File: src/rtl/hazard_scoreboard_pkg.sv
// ---------------------------------------------------------------------------
// hazard_scoreboard_pkg
//
// Purpose : Shared constants for the issue-side register scoreboard and for
//           the decoder that feeds it. Keeping the register encoding and the
//           per-class result latencies in one place means decode and the
//           scoreboard can never disagree about how long a result takes to
//           become forwardable.
//
// Contents: NREG / AW / LW / NULL_REG geometry, LAT_* latency constants,
//           the operation-class enum and a helper mapping class -> latency.
// ---------------------------------------------------------------------------
package hazard_scoreboard_pkg;

  // Architectural register file geometry.
  localparam int NREG     = 32;
  localparam int AW       = 5;
  localparam int LW       = 3;

  // Register 31 encodes "no register" and is never tracked.
  localparam int NULL_REG = 31;

  // Width of the saturating stall performance counter.
  localparam int SC_W     = 16;

  // Extra cycles before a result can be forwarded to a dependent instruction.
  localparam logic [LW-1:0] LAT_ALU  = 3'd0;
  localparam logic [LW-1:0] LAT_LOAD = 3'd1;
  localparam logic [LW-1:0] LAT_MUL  = 3'd3;

  // Operation classes as seen by decode when choosing id_lat.
  typedef enum logic [1:0] {
    OP_ALU  = 2'd0,
    OP_LOAD = 2'd1,
    OP_MUL  = 2'd2
  } opClass_e;

  // Decode helper: map an operation class onto the latency the scoreboard
  // expects on id_lat.
  function automatic logic [LW-1:0] latencyOf(input opClass_e op);
    logic [LW-1:0] lat;
    lat = LAT_ALU;
    case (op)
      OP_LOAD: lat = LAT_LOAD;
      OP_MUL:  lat = LAT_MUL;
      default: lat = LAT_ALU;
    endcase
    return lat;
  endfunction

endpackage

File: src/rtl/hazard_scoreboard_sb_entry.sv
// ---------------------------------------------------------------------------
// sb_entry
//
// Purpose : State for one tracked architectural register: a busy flag that
//           stays set until writeback, and a countdown of cycles remaining
//           before a dependent instruction may issue.
//
// Ports   :
//   clk      in   pipeline clock
//   rst_n    in   asynchronous active-low reset
//   i_set    in   an instruction targeting this register issues this cycle
//   i_lat    in   latency loaded into the countdown on i_set
//   i_clear  in   writeback of this register retires this cycle
//   i_flush  in   squash all in-flight tracking
//   o_busy   out  register has an outstanding producer
//   o_cnt    out  cycles remaining before the result is forwardable
// ---------------------------------------------------------------------------
module sb_entry #(
  parameter int LW = hazard_scoreboard_pkg::LW
) (
  input  logic          clk,
  input  logic          rst_n,
  input  logic          i_set,
  input  logic [LW-1:0] i_lat,
  input  logic          i_clear,
  input  logic          i_flush,
  output logic          o_busy,
  output logic [LW-1:0] o_cnt
);

  import hazard_scoreboard_pkg::*;

  logic          r_busy;
  logic [LW-1:0] r_cnt;

  // Update priority: flush squashes everything, a new issue beats a
  // same-cycle writeback of the older producer, and otherwise the countdown
  // simply drains towards zero. busy is only dropped by writeback or flush,
  // since forwardability and retirement are separate events.
  always_ff @(posedge clk or negedge rst_n) begin
    if (!rst_n) begin
      r_busy <= 1'b0;
      r_cnt  <= '0;
    end else if (i_flush) begin
      r_busy <= 1'b0;
      r_cnt  <= '0;
    end else if (i_set) begin
      r_busy <= 1'b1;
      r_cnt  <= i_lat;
    end else if (i_clear) begin
      r_busy <= 1'b0;
      r_cnt  <= '0;
    end else if (r_cnt != '0) begin
      r_cnt  <= r_cnt - LW'(1);
    end
  end

  assign o_busy = r_busy;
  assign o_cnt  = r_cnt;

  // A non-zero countdown without an outstanding producer would mean the
  // priority chain above lost an update.
  a_cntImpliesBusy: assert property (
    @(posedge clk) disable iff (!rst_n) (r_cnt != '0) |-> r_busy
  );

endmodule

File: src/rtl/hazard_scoreboard.sv
// ---------------------------------------------------------------------------
// hazard_scoreboard
//
// Purpose : Issue-side register scoreboard. Tracks every in-flight
//           destination register from decode to writeback and stalls decode
//           while a source operand cannot yet be forwarded, or while an older
//           producer of the same destination would complete after the new one
//           (WAW ordering).
//
// Ports   :
//   clk           in   pipeline clock, all state on rising edge
//   rst_n         in   asynchronous active-low reset
//   id_valid      in   instruction present in ID
//   id_rs, id_rt  in   source registers of the ID instruction
//   id_rd         in   destination register of the ID instruction
//   id_regwrite   in   ID instruction writes id_rd
//   id_lat        in   extra cycles before the result is forwardable
//   wb_valid      in   writeback retiring a result this cycle
//   wb_rd         in   register being written back
//   flush         in   squash all in-flight tracking
//   stall         out  hold PC and IF/ID, bubble into EX
//   issue         out  id_valid & ~stall
//   busy_mask     out  per-register busy bit
//   stall_cycles  out  saturating count of stalled cycles
// ---------------------------------------------------------------------------
module hazard_scoreboard #(
  parameter int NREG     = hazard_scoreboard_pkg::NREG,
  parameter int AW       = hazard_scoreboard_pkg::AW,
  parameter int LW       = hazard_scoreboard_pkg::LW,
  parameter int NULL_REG = hazard_scoreboard_pkg::NULL_REG
) (
  input  logic            clk,
  input  logic            rst_n,
  input  logic            id_valid,
  input  logic [AW-1:0]   id_rs,
  input  logic [AW-1:0]   id_rt,
  input  logic [AW-1:0]   id_rd,
  input  logic            id_regwrite,
  input  logic [LW-1:0]   id_lat,
  input  logic            wb_valid,
  input  logic [AW-1:0]   wb_rd,
  input  logic            flush,
  output logic            stall,
  output logic            issue,
  output logic [NREG-1:0] busy_mask,
  output logic [15:0]     stall_cycles
);

  import hazard_scoreboard_pkg::*;

  localparam logic [15:0]   SC_MAX   = {SC_W{1'b1}};
  localparam logic [AW-1:0] NULL_IDX = AW'(NULL_REG);

  logic [NREG-1:0] w_busy;
  logic [LW-1:0]   w_cnt [NREG];

  logic            w_rsHazard;
  logic            w_rtHazard;
  logic            w_wawHazard;
  logic            w_stall;
  logic            w_issue;

  logic [15:0]     r_stallCycles;

  // One entry per real register. The NULL_REG slot is tied off so the
  // operand muxes below can index the full array without special cases, and
  // its busy bit is structurally zero.
  genvar gi;
  generate
    for (gi = 0; gi < NREG; gi++) begin : g_entry
      if (gi == NULL_REG) begin : g_null
        assign w_busy[gi] = 1'b0;
        assign w_cnt[gi]  = '0;
      end else begin : g_live
        logic w_set;
        logic w_clr;

        assign w_set = w_issue & id_regwrite & (id_rd == AW'(gi));
        assign w_clr = wb_valid & (wb_rd == AW'(gi));

        sb_entry #(
          .LW(LW)
        ) u_entry (
          .clk     (clk),
          .rst_n   (rst_n),
          .i_set   (w_set),
          .i_lat   (id_lat),
          .i_clear (w_clr),
          .i_flush (flush),
          .o_busy  (w_busy[gi]),
          .o_cnt   (w_cnt[gi])
        );
      end
    end
  endgenerate

  // Hazard detection looks only at registered entry state, so an instruction
  // issuing this cycle never feeds back into its own stall decision. A busy
  // register whose countdown has reached zero is forwardable and does not
  // stall. WAW only matters if the older producer would finish later than
  // the new one; a writer that completes no later than the new one is fine.
  always_comb begin
    w_rsHazard  = 1'b0;
    w_rtHazard  = 1'b0;
    w_wawHazard = 1'b0;
    w_stall     = 1'b0;
    w_issue     = 1'b0;

    w_rsHazard  = (id_rs != NULL_IDX) & w_busy[id_rs] & (w_cnt[id_rs] != '0);
    w_rtHazard  = (id_rt != NULL_IDX) & w_busy[id_rt] & (w_cnt[id_rt] != '0);
    w_wawHazard = id_regwrite & (id_rd != NULL_IDX) & w_busy[id_rd] &
                  (w_cnt[id_rd] > id_lat);

    w_stall     = id_valid & (w_rsHazard | w_rtHazard | w_wawHazard);
    w_issue     = id_valid & ~w_stall;
  end

  // Performance counter of stalled cycles. It saturates rather than wraps so
  // long-running measurements never under-report, and it survives flush
  // because a flush is a normal pipeline event rather than a restart.
  always_ff @(posedge clk or negedge rst_n) begin
    if (!rst_n) begin
      r_stallCycles <= '0;
    end else if (w_stall && (r_stallCycles != SC_MAX)) begin
      r_stallCycles <= r_stallCycles + 16'd1;
    end
  end

  assign stall        = w_stall;
  assign issue        = w_issue;
  assign busy_mask    = w_busy;
  assign stall_cycles = r_stallCycles;

  a_nullNeverBusy: assert property (
    @(posedge clk) disable iff (!rst_n) !w_busy[NULL_REG]
  );

  a_issueNotStalled: assert property (
    @(posedge clk) disable iff (!rst_n) !(w_issue && w_stall)
  );

endmodule

File: config.mk
export PLATFORM = sky130hd
export DESIGN_NAME = hazard_scoreboard
export DESIGN_NICKNAME = d
export VERILOG_FILES = /design/src/rtl/hazard_scoreboard_pkg.sv /design/src/rtl/hazard_scoreboard_sb_entry.sv /design/src/rtl/hazard_scoreboard.sv
export SDC_FILE = /design/constraint.sdc
export NUM_CORES = 1
export LEC_CHECK = 0
export ABC_AREA = 1
export BUFFER_PORTS_ARGS = -buffer_cell sky130_fd_sc_hd__buf_4
export CAP_MARGIN = 0
export CORE_MARGIN = 1.5
export CORE_UTILIZATION = 40
export CTS_BUF_LIST = sky130_fd_sc_hd__clkbuf_8
export DETAILED_ROUTE_END_ITERATION = 6
export GPL_TIMING_DRIVEN = 0
export PLACE_DENSITY_LB_ADDON = 0.2
export SLEW_MARGIN = 20
export SYNTH_ARGS = -nofsm -noshare
export SYNTH_HDL_FRONTEND = slang
export SYNTH_HIERARCHICAL = 1
export SYNTH_SLANG_ARGS = --single-unit
File: constraint.sdc
create_clock -name clk -period 3.5 [get_ports clk]
set_clock_uncertainty 0.15 [all_clocks]
set_input_delay 0.175 -clock clk [delete_from_list [all_inputs] [get_ports clk]]
set_output_delay 0.175 -clock clk [all_outputs]
set_load 0.1 [all_outputs]
; Word-level counts from Yosys, hierarchy flattened
; Index checks and enable logic that the tools add are counted.
[word_totals]
ff_bits = 140
in_bits = 29
out_inout_bits = 50
wordCells = 574
[op_classes]
add_sub_neg = 32
n_lt_le_gt_ge = 7
n_eq_ne = 64
n_mux = 232
bitwise = 78
n_reduce_logical = 98
[op_table]
columns = operator, n
row1 = $mux 3, 130
row2 = $reduce_bool 3->1, 64
row3 = $eq 5x5->1 const B, 30
row4 = $reduce_bool 4->1, 31
row5 = $mux 1, 96
row6 = $sub 3x1->3 const B, 31
row7 = $eq 5x4->1 const B, 16
row8 = $and 1x1->1, 72
row9 = $bmux 3 s5, 3
row10 = $eq 5x3->1 const B, 8
row11 = $eq 5x2->1 const B, 4
row12 = $ge 6x6->1 const B, 3
row13 = $lt 5x6->1 const B, 3
row14 = $not 5->6, 3
row15 = $add 16x1->16 const B, 1
row16 = $ne 16x16->1 const B, 1
row17 = $bmux 1 s5, 3
row18 = $ne 5x5->1 const B, 3
row19 = $eq 5x1->1 const B, 2
row20 = $logic_not 5->1, 2
row21 = $gt 3x3->1, 1
row22 = $or 1x1->1, 2
row23 = $logic_and 1x1->1, 1
row24 = $not 1->1, 1

; Longest topological paths before layout
[logic_depth]
ltp_word = 15
mapped_depth = 26
mapped_depth_nobuf = 24

; Modules after synthesis
; The synthesis kept the hierarchy.
[modules_own_cells]
columns = module, instances, cells_each, area_each_um2, seq_area_each_um2
row1 = sb_entry, 31, 35, 262.8, 100.1
row2 = hazard_scoreboard, 1, 844, 4180.3, 400.4

; Worst setup path before layout
; OpenSTA, ideal clock, no wires.
[synth_path]
path_kind = input to register
start = input id_rd[1]
end = register g_entry[17].g_live.u_entry.r_cnt[1]
setup_ns = 0.117
arrival_time_ns = 4.452
required_ns = 3.233
path_slack_ns = -1.219
path_stages = 25
n_path_buf = 2
path_cell_list = inv_2 > nor2_1 > buf_6 > inv_1 > clkbuf_1 > o22ai_1 > o21ai_0 > nand4_1 > nor2_1 > a41oi_1 > ha_1 > a21oi_1 > o21ai_0 > o2111ai_1 > nor2_1 > nand2_2 > nand3_4 > nor2_1 > nand2_1 > nor2_1 > nor2_4 > nand2_1 > nand2_1 > nand2_1 > nand2_1
[synth_between]
elab_chain_len = 14
elab_cells_between_ends = 21
cone_classes = 1 x order compare / 2 x eq/ne / 7 x mux / 10 x bitwise / 1 x reduce/logical
[synth_rtl]
columns = item, line_no
row1 = "start, declared", hazard_scoreboard.sv:37  ; input logic [AW-1:0] id_rd,
row2 = $not 5->6 (not written as such), hazard_scoreboard.sv:112  ; (w_cnt[id_rd] > id_lat);
row3 = $bmux 3 s5, hazard_scoreboard.sv:112
row4 = $mux 3 (not written as such) (2 in a row), hazard_scoreboard.sv:112
row5 = $gt 3x3->1, hazard_scoreboard.sv:112
row6 = $and 1x1->1 (*), hazard_scoreboard.sv:111  ; w_wawHazard = id_regwrite & (id_rd != NULL_IDX) & w_busy[id_rd] &
row7 = $or 1x1->1 (*), hazard_scoreboard.sv:114  ; w_stall = id_valid & (w_rsHazard | w_rtHazard | w_wawHazard);
row8 = $and 1x1->1 (*), hazard_scoreboard.sv:114
row9 = $not 1->1 (*), hazard_scoreboard.sv:115  ; w_issue = id_valid & ~w_stall;
row10 = $and 1x1->1 (*), hazard_scoreboard.sv:115
row11 = via issue, hazard_scoreboard.sv:44  ; output logic issue,
row12 = $and 1x1->1 (*) (2 in a row), hazard_scoreboard.sv:78  ; assign w_set = w_issue & id_regwrite & (id_rd == AW'(gi));
row13 = via g_entry[17].g_live.w_set, hazard_scoreboard.sv:75  ; logic w_set;
row14 = $mux 3, hazard_scoreboard_sb_entry.sv:47  ; end else if (i_set) begin
row15 = $mux 3, hazard_scoreboard_sb_entry.sv:44  ; end else if (i_flush) begin
row16 = "end signal, assigned", hazard_scoreboard_sb_entry.sv:49  ; r_cnt <= i_lat;
row17 = "end signal, assigned", hazard_scoreboard_sb_entry.sv:54  ; r_cnt <= r_cnt - LW'(1);
row18 = "end, declared", hazard_scoreboard_sb_entry.sv:34  ; logic [LW-1:0] r_cnt;
; Mark *: on every way through the listed nets, which the timed path passes. The rest lies on a longest branch. The select of a mux whose other input is x is not followed.
; A chain may end at the register's enable or synchronous reset.

; Worst setup path in the final report
[layout_path]
start = input id_rd[0]
end = output stall
[layout_between]
elab_chain_len = 8
elab_cells_between_ends = 13
cone_classes = 1 x order compare / 1 x eq/ne / 5 x mux / 6 x bitwise
[layout_rtl]
columns = item, line_no
row1 = $not 5->6 (not written as such), hazard_scoreboard.sv:112
row2 = $bmux 3 s5, hazard_scoreboard.sv:112
row3 = $mux 3 (not written as such) (2 in a row), hazard_scoreboard.sv:112
row4 = $gt 3x3->1, hazard_scoreboard.sv:112
row5 = $and 1x1->1 (*), hazard_scoreboard.sv:111
row6 = $or 1x1->1 (*), hazard_scoreboard.sv:114
row7 = $and 1x1->1 (*), hazard_scoreboard.sv:114
row8 = "end, declared", hazard_scoreboard.sv:43  ; output logic stall,
; Every way passes the cells marked *; elsewhere a longest branch is shown, timed or not. The select of a mux whose other input is x is not followed.

==> results.py <==
metrics = {
    "timing": {
        "fin_crit_sh": 1.03,
        "fmax_ghz": 0.278,
        "min_period_ps": 3590,
        "fin_ws_ps": -91.6,
        "slew_violations": 0,
        "hold_viol_final": 0,
        "slew_headroom": 0.341,
        "finalSetupTns_ps": -1570,
        "setup_violations": 42,
        "worst_pin_slew_ps": 988,
        "rsz0062_at_grt": "true",
    },
    "setup_path": {
        "endpoint_kind": "output pin",
        "cp_data_arrival_time_ps": 3270,
        "crit_fanout": 10,
        "worstSetupPathType": "in -> out",
        "start_kind": "input port",
        "required_ps": 3170,
    },
    "floorplanning": {
        "dieArea_sq_um": 31900,
        "die_y_um": 179,
        "row_count": 64,
        "start_util": 0.405,
        "io_pins": 79,
        "coreArea_sq_um": 30400,
        "fp.dieW_um": 179,
    },
    "global_route": {
        "grt_max_degree": 78,
        "grt_use_met1": 0.395,
        "grt_pass1_vias": 12200,
        "grt_usage": 0.289,
        "grt_pass1_wl_mm": 69.2,
        "top_usage_layer": "met2",
        "met3_usage": 0.0497,
        "grt_util_met2": 0.447,
        "grt-ovfl-total": 0,
        "antenna_found_initial": 0,
    },
    "placement": {
        "gp_congestion": 1.05,
        "place_hpwl_mm": 32.7,
        "portBuffers": 77,
        "place_ws_ps": -1180,
    },
    "clock_network": {
        "insertion_delay_ps": 510,
        "cts.htree.levels": 4,
        "cts_max_path_buffers": 2,
        "tritoncts": "done",
        "clkSinkCount": 140,
        "numCtsBuffers": 17,
        "path_clk_slew_ps": 90,
        "cts-root-buf": "clkbuf_8",
    },
    "outcome": {
        "violations": "setup timing",
        "status": "finished with violations",
    },
    "run": {
        "maxCapViolations": 0,
    },
    "synth": {
        "synth_area_sq_um": 12300,
        "avgSynthCellArea_sq_um": 6.39,
        "synth_seq_cells": 140,
        "netlist_top_cells_area": "dfrtp_1 28%, nand2_1 24%, inv_1 9.5%",
        "synth_nets": 2024,
        "synth_cell_type_count": 40,
        "yosys.area.top_type": "dfrtp_1",
        "synth.yosys.seq_area_share": 0.284,
        "yosys.area.top_type_share": 0.284,
        "yosysWarnings": 6,
        "synth_cells": 1929,
    },
    "cells_and_area": {
        "layout_common_cells": "790 x nand2_1, 305 x inv_1, 140 x dfrtp_1",
        "register_area_sq_um": 3500,
        "num-fill-cells": 3219,
        "multi_input_area_sq_um": 7870,
        "diodes": 0,
        "nets": 2181,
        "area_growth_pct": 20.7,
        "final_layout_size_suffix_gt1_frac": 0.162,
        "layout_commonest_cell": "nand2_1",
    },
    "routing": {
        "drt-pass1-iter-count": 6,
        "wl_per_cell_um": 18.1,
        "drt_iter0_drc": 1279,
        "vias": 13300,
        "viasPerCell": 5.33,
        "wl_mm": 45.1,
        "drt_drc_violations_left": 0,
        "ant_nets": 0,
    },
    "min_path": {
        "hold_class": "in -> reg",
    },
    "power": {
        "cellLeakagePower_nw": 7.79,
        "powerDensity_nw_per_um2": 681,
        "vdd_drop_max_mv": 0.412,
    },
}
[power breakdown]
part           switching (mW)  internal, mW  total, mW
combinational            3.57          2.23       5.80
clock                   0.749         0.726       1.47
sequential              0.665          2.20       2.86
total                    4.98          5.16       10.1
[per-layer routing]
metal	up-vias	wire, um
met3	77	3510
met1	6205	19900
met4	0	1600
met5	-	0
li1	6481	-
met2	534	20100
[worst max-delay path, stage by stage]
cell and delay, ps:
buf_4 150, nand2_2 200, inv_2 180, clkbuf_4 260, a22o_1 250, o21ai_2 160
nand2_1 120, nor3_2 260, a31oi_1 80, ha_1 320, nand2_1 70, o21ai_2 150
o2111ai_2 110, nor2_1 150, nand2_2 90, nand3_4 120, buf_6 120, nand2_2 40
inv_2 80, buf_12 160
[sequential cells by signal, summed over array words and instances, names as in the netlist]
| signal | cells |
|---|---|
| g_entry.g_live.u_entry/o_busy | 31 |
| g_entry.g_live.u_entry/o_cnt | 93 |
| stall_cycles | 16 |
[cell usage after synthesis, drive strengths merged]
cell and count:
o211ai 3, nor4b 1, ha 66, nand4 120
o21ai 44, or4 1, nor2 161, clkbuf 12
nor3 8, xor2 11, a31o 1, o2111ai 3
nand2 801, a21oi 51, buf 20, a22o 2
dfrtp 140, nand3 108, a31oi 2, conb 1
a22oi 18, inv 317, clkinv 1, xnor2 3
a221oi 1, nor4 3, nand3b 3, o22ai 26
a41oi 1
[metrics by stage]
stage	std cells	power (mW)	area (sq um)	hold WS, ps	utilization
finish	2495	10.1	14900	50.1	0.489
global route	2495	11.2	14900	58.0	0.489
CTS	2452	10.0	14400	48.1	0.472
detailed placement	2403	8.38	13500	52.7	0.445
global placement	2402	8.19	13500	367	0.444
floorplan	1929	7.05	12400	-271	-
[path summary, 6_finish.rpt]
| path | slack (ps) | cells past startpoint | to | from |
|---|---|---|---|---|
| worst max-delay path | -90 | 20 | stall | id_rd[0] |
| worst min-delay path | 50 | 5 | g_entry[24].g_live.u_entry/o_busy$_DFFE_PN0P_ | id_regwrite |
| worst max register to register | -50 | 22 | g_entry[19].g_live.u_entry/o_cnt[1]$_DFFE_PN0P_ | g_entry[1].g_live.u_entry/o_cnt[2]$_DFFE_PN0P_ |
| worst min register to register | 390 | 2 | stall_cycles[5]$_DFFE_PN0P_ | stall_cycles[5]$_DFFE_PN0P_ |
| max in group asynchronous | 2330 | 3 | g_entry[16].g_live.u_entry/o_cnt[1]$_DFFE_PN0P_ | rst_n |
| min in group asynchronous | 70 | 2 | g_entry[6].g_live.u_entry/o_cnt[2]$_DFFE_PN0P_ | rst_n |
[timing repair]
action,CTS,global route
endpoints found under the hold margin,103,0
endpoints found under the setup margin,136,126
gates cloned,1,0
hold buffers,2,0
setup buffers,15,44
gates resized for setup,80,45
pin swaps,18,52
[kinds of logic (layout without fill, tap and decap cells)]
logic type / Yosys count / in the layout / share of synthesized area
xor+xnor: 14 / 14 / 0.00995
flops: 140 / 140 / 0.284
buf+inv: 350 / 520 / 0.110
compound gates: 152 / 152 / 0.0996
fa+ha+maj: 66 / 66 / 0.0670
simple gates: 1206 / 1206 / 0.429
other cells: 1 / 1 / 0.000304
[cell type report]
type | count | area share
tap | 396 | 0.0333
timing repair buffer | 140 | 0.0810
sequential | 140 | 0.235
inverter | 318 | 0.0805
clock inverter | 14 | 0.0113
multi-input combinational | 1439 | 0.529
clock buffer | 18 | 0.0166
buffer | 30 | 0.0130
Power figures use the tool's default switching activity.
